===== src/rtl/bram_pkg.sv =====
// Shared encodings for the BRAM port arbiter: FSM states and requester indices.
package bram_pkg;

  typedef enum logic [1:0] {
    ST_IDLE = 2'd0,
    ST_WR   = 2'd1,
    ST_RD0  = 2'd2,
    ST_RD1  = 2'd3
  } state_t;

  localparam int REQ_WR  = 0;
  localparam int REQ_RD0 = 1;
  localparam int REQ_RD1 = 2;
  localparam int NUM_REQ = 3;

endpackage


===== src/rtl/bram_rd_tag_pipe.sv =====
// Valid/tag shift register, RD_LAT+1 stages deep, that turns accepted read
// beats into per-reader data-valid strobes aligned with the BRAM read data.
module bram_rd_tag_pipe #(
  parameter int RD_LAT = 1
) (
  input  logic i_clk,
  input  logic i_rstn,
  input  logic i_flush,
  input  logic i_vld,
  input  logic i_tag,
  output logic o_rd0_dvld,
  output logic o_rd1_dvld
);

  localparam int DEPTH = RD_LAT + 1;

  logic [DEPTH-1:0] r_vld;
  logic [DEPTH-1:0] r_tag;

  // Tag 0 marks a beat from rd0, tag 1 a beat from rd1.
  always_ff @(posedge i_clk or negedge i_rstn) begin
    if (!i_rstn) begin
      r_vld <= '0;
      r_tag <= '0;
    end else if (i_flush) begin
      r_vld <= '0;
    end else begin
      r_vld[0] <= i_vld;
      r_tag[0] <= i_tag;
      for (int k = 1; k < DEPTH; k++) begin
        r_vld[k] <= r_vld[k-1];
        r_tag[k] <= r_tag[k-1];
      end
    end
  end

  assign o_rd0_dvld = r_vld[DEPTH-1] & ~r_tag[DEPTH-1];
  assign o_rd1_dvld = r_vld[DEPTH-1] &  r_tag[DEPTH-1];

endmodule


===== src/rtl/bram_port_arb.sv =====
// Three-requester burst arbiter (DMA writer + two conv readers) in front of one BRAM port.
// Optional macro BRAM_ARB_STARVE_GUARD_EN: after a writer burst, a pending reader goes first.
module bram_port_arb
  import bram_pkg::*;
#(
  parameter int ADDR_WIDTH = 14,
  parameter int BUF_NUM    = 16,
  parameter int RD_LAT     = 1
) (
  input  logic                  i_clk,
  input  logic                  i_rstn,
  input  logic                  i_abort,
  input  logic                  i_wr_req,
  input  logic                  i_wr_vld,
  input  logic                  i_wr_last,
  input  logic [ADDR_WIDTH-1:0] i_wr_addr,
  input  logic [BUF_NUM-1:0]    i_wr_cs,
  output logic                  o_wr_gnt,
  input  logic                  i_rd0_req,
  input  logic                  i_rd0_vld,
  input  logic                  i_rd0_last,
  input  logic [ADDR_WIDTH-1:0] i_rd0_addr,
  input  logic [BUF_NUM-1:0]    i_rd0_cs,
  output logic                  o_rd0_gnt,
  input  logic                  i_rd1_req,
  input  logic                  i_rd1_vld,
  input  logic                  i_rd1_last,
  input  logic [ADDR_WIDTH-1:0] i_rd1_addr,
  input  logic [BUF_NUM-1:0]    i_rd1_cs,
  output logic                  o_rd1_gnt,
  output logic                  o_rd0_dvld,
  output logic                  o_rd1_dvld,
  output logic                  o_bram_en,
  output logic                  o_bram_we,
  output logic [BUF_NUM-1:0]    o_bram_cs,
  output logic [ADDR_WIDTH-1:0] o_bram_addr
);

  state_t                r_state;
  logic                  r_wr_gnt, r_rd0_gnt, r_rd1_gnt;
  logic                  r_rd1_prio;
  logic                  r_en, r_we;
  logic [BUF_NUM-1:0]    r_cs;
  logic [ADDR_WIDTH-1:0] r_addr;

  logic [NUM_REQ-1:0]    w_req;
  logic                  w_vld, w_last, w_acc, w_done, w_wr_ok, w_rd_beat;
  logic [ADDR_WIDTH-1:0] w_addr;
  logic [BUF_NUM-1:0]    w_cs;
  state_t                w_arb;

  assign w_req[REQ_WR]  = i_wr_req;
  assign w_req[REQ_RD0] = i_rd0_req;
  assign w_req[REQ_RD1] = i_rd1_req;

  // Only the burst owner's beat signals are looked at; everyone else is ignored.
  always_comb begin
    w_vld  = 1'b0;
    w_last = 1'b0;
    w_addr = '0;
    w_cs   = '0;
    case (r_state)
      ST_WR:   begin w_vld = i_wr_vld;  w_last = i_wr_last;  w_addr = i_wr_addr;  w_cs = i_wr_cs;  end
      ST_RD0:  begin w_vld = i_rd0_vld; w_last = i_rd0_last; w_addr = i_rd0_addr; w_cs = i_rd0_cs; end
      ST_RD1:  begin w_vld = i_rd1_vld; w_last = i_rd1_last; w_addr = i_rd1_addr; w_cs = i_rd1_cs; end
      default: ;
    endcase
  end

  assign w_acc     = w_vld & ~i_abort;
  assign w_done    = w_acc & w_last;
  assign w_rd_beat = w_acc & ((r_state == ST_RD0) || (r_state == ST_RD1));

`ifdef BRAM_ARB_STARVE_GUARD_EN
  logic r_wr_owed;

  // Set when a writer burst ends; cleared by the next grant of any kind.
  always_ff @(posedge i_clk or negedge i_rstn) begin
    if (!i_rstn)
      r_wr_owed <= 1'b0;
    else if ((r_state == ST_WR) && (i_abort || w_done))
      r_wr_owed <= 1'b1;
    else if ((r_state == ST_IDLE) && !i_abort && (w_arb != ST_IDLE))
      r_wr_owed <= 1'b0;
  end

  assign w_wr_ok = w_req[REQ_WR] & ~(r_wr_owed & (w_req[REQ_RD0] | w_req[REQ_RD1]));
`else
  assign w_wr_ok = w_req[REQ_WR];
`endif

  always_comb begin
    w_arb = ST_IDLE;
    if (w_wr_ok)
      w_arb = ST_WR;
    else if (w_req[REQ_RD0] && (!w_req[REQ_RD1] || !r_rd1_prio))
      w_arb = ST_RD0;
    else if (w_req[REQ_RD1])
      w_arb = ST_RD1;
  end

  always_ff @(posedge i_clk or negedge i_rstn) begin
    if (!i_rstn) begin
      r_state    <= ST_IDLE;
      r_wr_gnt   <= 1'b0;
      r_rd0_gnt  <= 1'b0;
      r_rd1_gnt  <= 1'b0;
      r_rd1_prio <= 1'b0;
    end else begin
      case (r_state)
        ST_IDLE: begin
          if (!i_abort && (w_arb != ST_IDLE)) begin
            r_state   <= w_arb;
            r_wr_gnt  <= (w_arb == ST_WR);
            r_rd0_gnt <= (w_arb == ST_RD0);
            r_rd1_gnt <= (w_arb == ST_RD1);
            if (w_arb == ST_RD0) r_rd1_prio <= 1'b1;
            if (w_arb == ST_RD1) r_rd1_prio <= 1'b0;
          end
        end
        default: begin
          if (i_abort || w_done) begin
            r_state   <= ST_IDLE;
            r_wr_gnt  <= 1'b0;
            r_rd0_gnt <= 1'b0;
            r_rd1_gnt <= 1'b0;
          end
        end
      endcase
    end
  end

  always_ff @(posedge i_clk or negedge i_rstn) begin
    if (!i_rstn) begin
      r_en   <= 1'b0;
      r_we   <= 1'b0;
      r_cs   <= '0;
      r_addr <= '0;
    end else begin
      r_en <= w_acc;
      r_we <= w_acc & (r_state == ST_WR);
      r_cs <= w_acc ? w_cs : '0;
      if (w_acc) r_addr <= w_addr;
    end
  end

  bram_rd_tag_pipe #(
    .RD_LAT (RD_LAT)
  ) u_tag_pipe (
    .i_clk      (i_clk),
    .i_rstn     (i_rstn),
    .i_flush    (i_abort),
    .i_vld      (w_rd_beat),
    .i_tag      (r_state == ST_RD1),
    .o_rd0_dvld (o_rd0_dvld),
    .o_rd1_dvld (o_rd1_dvld)
  );

  assign o_wr_gnt    = r_wr_gnt;
  assign o_rd0_gnt   = r_rd0_gnt;
  assign o_rd1_gnt   = r_rd1_gnt;
  assign o_bram_en   = r_en;
  assign o_bram_we   = r_we;
  assign o_bram_cs   = r_cs;
  assign o_bram_addr = r_addr;

endmodule


===== config.mk =====
export PLATFORM = sky130hd
export DESIGN_NAME = bram_port_arb
export DESIGN_NICKNAME = d
export VERILOG_FILES = /design/src/rtl/bram_pkg.sv /design/src/rtl/bram_rd_tag_pipe.sv /design/src/rtl/bram_port_arb.sv
export SDC_FILE = /design/constraint.sdc
export NUM_CORES = 1
export LEC_CHECK = 0
export ABC_AREA = 1
export BUFFER_PORTS_ARGS = -buffer_cell sky130_fd_sc_hd__buf_2
export CORE_MARGIN = 2
export CORE_UTILIZATION = 38
export CTS_CLUSTER_DIAMETER = 50
export DETAILED_ROUTE_END_ITERATION = 12
export GPL_ROUTABILITY_DRIVEN = 0
export GPL_TIMING_DRIVEN = 0
export PLACE_DENSITY = 0.82
export SYNTH_ARGS = -nofsm -noshare
export SYNTH_HDL_FRONTEND = slang
export SYNTH_SLANG_ARGS = --single-unit

===== constraint.sdc =====
create_clock -name i_clk -period 1.3 [get_ports i_clk]
set_clock_uncertainty 0.15 [all_clocks]
set_input_delay 0.325 -clock i_clk [delete_from_list [all_inputs] [get_ports i_clk]]
set_output_delay 0.325 -clock i_clk [all_outputs]
set_load 0.005 [all_outputs]

== After elaboration in Yosys (flattened, before gate mapping) ==
Cells that the tools add are included.

* Muxes and demuxes: 21
* Reduce and logical (&&, ||, !) cells: 14
* Bitwise operators: 8
* Eq/ne operators: 7

{| class="wikitable"
|+ Operators by type and width
! kind !! count
|-
| 16-bit one-hot mux with 3 select lines || 1
|-
| 14-bit one-hot mux with 3 select lines || 1
|-
| 16-bit two-way mux || 1
|-
| 2-bit two-way mux || 7
|-
| 1-bit two-way mux || 9
|-
| 2-bit equality test, second input constant || 4
|-
| 1-bit bitwise AND || 6
|-
| 1-bit one-hot mux with 3 select lines || 2
|-
| 2-bit nonzero test || 3
|-
| 2-bit by 1-bit equality test with 1-bit output, second input constant || 2
|-
| 1-bit zero test || 3
|-
| 1-bit logical OR || 3
|-
| 3-bit AND reduction || 1
|-
| 1-bit logical AND || 2
|-
| 2-bit zero test || 1
|-
| 2-bit inequality test, second input constant || 1
|-
| 1-bit inverter || 2
|-
| 2-bit AND reduction || 1
|}

* Input port bits: 102
* Bits in registers: 42

== Longest topological paths before layout ==
* Depth after elaboration: 9
* Gate-level depth with buffers: 9
* Mapped depth without buffers: 8

== Cells and area by module ==
From an unflattened synthesis, not the netlist that was laid out.

* Cells, all modules: 285
* Area, all modules: 2128.3 sq um

{| class="wikitable"
|+ Modules (own cells, without submodules)
! module !! sequential area each (sq um) !! cells each !! times used !! area an instance (sq um)
|-
| bram_port_arb || 950.9 || 266 || 1 || 1971.9
|-
| bram_rd_tag_pipe || 100.1 || 19 || 1 || 156.4
|}

== Worst setup path before layout ==
No wires, ideal clock.

* Kind: register -> register
* From: reg r_state[0]
* To: reg r_addr[10] (netlist: o_bram_addr[10])
* Path slack: -43 ps
* Data required time: 1034 ps
* Library setup time: 116 ps
* Path buffers: 2
* Clock period less this slack: 1343 ps
* Arrival: 1077 ps
* Stages on the path, launching flop included: 9
* Path through: dfrtp_1 buf_6 nor2_4 nor2_2 nand2_4 inv_4 buf_6 nand2_1 nand2_1

* Longest elaborated chain between the ends: 3
* Elaborated cells on any way between the ends: 6
* Those cells by class: eq/ne: 3; mux: 2; bitwise: 1

{| class="wikitable"
|+ Ends and longest elaborated chain
! element !! RTL line !! source
|-
| from (decl) || bram_port_arb.sv:39 || <nowiki>state_t r_state;</nowiki>
|-
| from (signal assigned) || bram_port_arb.sv:113 || <nowiki>r_state <= w_arb;</nowiki>
|-
| 2-bit equality test / 2-bit by 1-bit equality test with 1-bit output (equally long branches) || bram_port_arb.sv:62 || <nowiki>case (r_state)</nowiki>
|-
| 1-bit one-hot mux with 3 select lines * || bram_port_arb.sv:62 ||
|-
| 1-bit bitwise AND * || bram_port_arb.sv:70 || <nowiki>assign w_acc = w_vld & ~i_abort;</nowiki>
|-
| via w_acc || bram_port_arb.sv:47 || <nowiki>logic w_vld, w_last, w_acc, w_done, w_wr_ok, w_rd_beat;</nowiki>
|-
| to (signal assigned) || bram_port_arb.sv:143 || <nowiki>if (w_acc) r_addr <= w_addr;</nowiki>
|-
| to (decl) || bram_port_arb.sv:44 || <nowiki>logic [ADDR_WIDTH-1:0] r_addr;</nowiki>
|}

The timed path passes the listed nets; every way through them passes the cells marked *.
A chain may end at the register's enable or synchronous reset.

== Worst setup path in the final report ==
* From: reg r_state[1]
* To: reg r_addr[9] (netlist: o_bram_addr[9])

* Longest elaborated chain between the ends: 3
* Elaborated cells on any way between the ends: 6
* Those cells by class: eq/ne: 3; mux: 2; bitwise: 1

{| class="wikitable"
|+ Ends and longest elaborated chain
! element !! RTL line
|-
| 2-bit equality test / 2-bit by 1-bit equality test with 1-bit output (equally long branches) || bram_port_arb.sv:62
|-
| 1-bit one-hot mux with 3 select lines || bram_port_arb.sv:62
|-
| 1-bit bitwise AND || bram_port_arb.sv:70
|}

Parallel ways exist; a longest one is shown, timed or not.

==> metrics.log <==
INFO  metric outcome = finished, violations left
INFO  metric violations = negative setup slack
INFO  metric crit_chain = buf_6, nand3_2, nand3_2, nand2_4, inv_6, clkbuf_16, nand2_2, nand2_1
INFO  metric groute.layer.met3.usage = 3.64%
INFO  metric multiInputGateArea = 997 µm²
INFO  metric critical_path.reg2reg.startpoint = r_state[1]
INFO  metric routed_wire_length_per_instance = 12.7 µm
INFO  metric port_buffers = 138
INFO  metric antenna_found_initial = 0
INFO  metric drt-pass1-iter-count = 4
INFO  metric ys.warnings.count = 0
INFO  metric instance_count_of_the_mapped_netlist = 278
INFO  metric worst-path-buf-inv = 3
INFO  metric finalNetCount = 541
INFO  metric worst_ir_drop_vdd = 0.648 mV
INFO  metric placement.cell_area = 2910 µm²
INFO  metric crit-reg2reg-capture = o_bram_addr[9]
INFO  metric htree_levels = 2
INFO  metric tritoncts.num_buffers = 5
INFO  metric synth_area = 2120 µm²
INFO  metric cpPeakStageDelay = 0.40 ns
INFO  metric grt_start_max_net_pins = 43
INFO  metric mostFrequentLayoutCells = buf_2, nand2_1, dfrtp_1
INFO  metric area_growth = 56.9%
INFO  metric p_leak = 1.89 nW
INFO  metric top_usage_layer = met2
INFO  metric setup_viol_count_final = 40
INFO  metric remaining_drc_errors = 0
INFO  metric post-route-worst-setup-slack = -0.153 ns
INFO  metric n_antenna_cell = 0
INFO  metric critical_path.slowest_cell = dfrtp_1
INFO  metric fmax = 688 MHz
INFO  metric synthesis.area_per_instance = 7.63 µm²
INFO  metric drt_iter0_drc = 148
INFO  metric crit_family = simple AND/OR/NAND/NOR gates
INFO  metric clk_latency = 0.29 ns
INFO  metric layout_commonest_cell = buf_2
INFO  metric post_synthesis_net_count = 380
INFO  metric core = 5440 µm²
INFO  metric worst-setup-path-type = reg -> reg
INFO  metric grtUsageMet2 = 37.6%
INFO  metric post-route-min-period = 1.45 ns
INFO  metric worst_pin_slew = 0.944 ns
INFO  metric filler_cell_count = 513
INFO  metric totalNegativeSetupSlack = -4.62 ns
INFO  metric final_cell_area = 3330 µm²
INFO  metric grt.total_usage = 20.7%
INFO  metric hold_violations = 0
INFO  metric grt_pass1_vias = 2175
INFO  metric portion_of_the_post_synthesis_area_used_by_sequential_elements = 49.6%
INFO  metric power-per-cell-area = 1720 nW/µm²
INFO  metric die_outline_area = 6190 µm²
INFO  metric post_drt_via_cell_ratio = 4.69
INFO  metric worstSetupStartpointType = flop
INFO  metric cts_hold_buffers = 0
INFO  metric hpwlAfterDp = 4760 µm
INFO  metric rr_worst_depth = 8
INFO  metric gr-usage-met1 = 24.8%
INFO  metric clk_transition_reported_paths = 0.09 ns
INFO  metric slew_headroom = 37.1%
INFO  metric cts_root_buf = clkbuf_8
INFO  metric drt-total-wl = 6510 µm
INFO  metric num_io_pins = 139
INFO  metric setup_repair_after_global_routing_missed_its_margin = true
INFO  metric global_route_wire_length_before_repair = 10100 µm
INFO  metric ys_ff_latch = 42
INFO  metric ant_nets = 0
INFO  metric worst-r2r-setup-slack = -0.15 ns
INFO  metric sequential_cell_area = 1050 µm²
INFO  metric critical_path.most_common_cell = nand3_2
INFO  metric cts_tree = built
INFO  metric dieHeight = 78.7 µm
INFO  metric grt_overflow = 0
INFO  metric detailroute.via_count = 2403
INFO  metric synthDistinctLibCells = 21
INFO  metric critPathCaptureType = flop
INFO  metric floorplan.initialDensity = 39.0%
INFO  metric clock_path_buffers = 2
INFO  metric tritoncts_num_sinks = 42
INFO  metric worst_ep_arrival_time = 1.49 ns
INFO  metric hp-class = in -> async
INFO  metric num_rows = 27
INFO  metric final.period_utilization = 112%
INFO  metric critical_path_peak_fanout = 6
INFO  metric layout-drive-gt1-share = 48.2%
INFO  metric worst_ep_required_time = 1.34 ns
INFO  metric die_w = 78.7 µm
INFO  metric drv.max_cap_violation_count = 0
INFO  metric max_slew_violations = 0
==> registers in the layout, summed over array words and instances, names as in the netlist <==
signal / flops
o_rd0_gnt: 1
o_bram_cs: 16
r_rd1_prio: 1
o_bram_en: 1
o_bram_addr: 14
u_tag_pipe.r_tag: 2
o_wr_gnt: 1
r_state: 2
o_bram_we: 1
u_tag_pipe.r_vld: 2
o_rd1_gnt: 1
==> report_power, final <==
part,total (mW),switching (mW),internal (mW)
Combinational,2.66,1.47,1.19
Clock,1.29,0.469,0.820
Sequential,1.78,0.147,1.63
Total,5.72,2.08,3.64
==> cells in the mapped netlist <==
library cell  count  area (µm²)
nand3_2           2        20.0
o21ai_1           2        10.0
nor3_2            1        10.0
buf_4             5        37.5
inv_2             3        11.3
inv_4             1        6.26
nand3_1          19        95.1
nor2_2            3        18.8
inv_1             8        30.0
o21ai_0           3        15.0
buf_6             4        45.0
nor2_1            4        15.0
nand2_4           1        11.3
buf_2             6        30.0
nor2_4            1        11.3
nand4_1           2        12.5
a21oi_1           3        15.0
a31oi_1          16         100
dfrtp_1          42        1050
a21oi_2           1        8.76
nand2_1         151         567
==> through the flow <==
step / hold slack (ns) / total power [mW] / setup WS [ns] / util (%) / cells
2_1_floorplan: -0.121 / 3.12 / -0.0337 / - / 278
3_3_place_gp: 0.298 / 3.85 / -0.132 / 53.5 / 488
3_5_place_dp: 0.298 / 3.92 / -0.166 / 53.5 / 488
4_1_cts: 0.0584 / 5.44 / -0.139 / 58.1 / 503
5_1_grt: 0.0900 / 6.12 / -0.228 / 61.2 / 512
6_report: 0.00342 / 5.72 / -0.153 / 61.2 / 512
==> cells by family (layout without fill, tap and decap cells) <==
family / after synthesis / in the layout / synth area share, %
AND/OR/NAND/NOR: 184 / 184 / 35.9
AO/OA/AOI/OAI: 25 / 25 / 7.02
flip-flops: 42 / 42 / 49.6
buffers and inverters: 27 / 189 / 7.55
==> layout make-up <==
| cell class | count | share of cell area, % |
|---|---|---|
| multi-input cells | 209 | 30.0 |
| well taps | 72 | 2.71 |
| clock buffers | 6 | 2.48 |
| repair buffers | 154 | 25.0 |
| inverters | 12 | 1.73 |
| flip-flops and latches | 42 | 31.6 |
| plain buffers | 15 | 4.74 |
| clock inverters | 2 | 1.81 |
==> worst max path at each step <==
stage / start / to / depth (start not counted)
3_5_place_dp: r_state[1] / o_bram_cs[13] / 6
4_1_cts: r_state[1] / o_bram_addr[4] / 8
3_3_place_gp: r_state[1] / o_bram_addr[6] / 8
6_report: r_state[1] / o_bram_addr[9] / 8
2_1_floorplan: r_state[1] / o_bram_addr[10] / 8
5_1_grt: r_state[1] / o_bram_cs[15] / 7
==> metal layers <==
| layer | share of wire, % | vias up |
|---|---|---|
| met3 | 5.2 | 7 |
| met4 | 1.4 | 0 |
| met5 | 0 | - |
| met1 | 40 | 1107 |
| met2 | 53 | 86 |
| li1 | - | 1203 |
==> timing repair <==
item	in CTS	in global routing
setup buffers	5	8
cloned	2	1
endpoints found under the setup margin	40	58
gates resized for setup	19	23
pin swaps	6	8
Power figures use the tool's default switching activity.
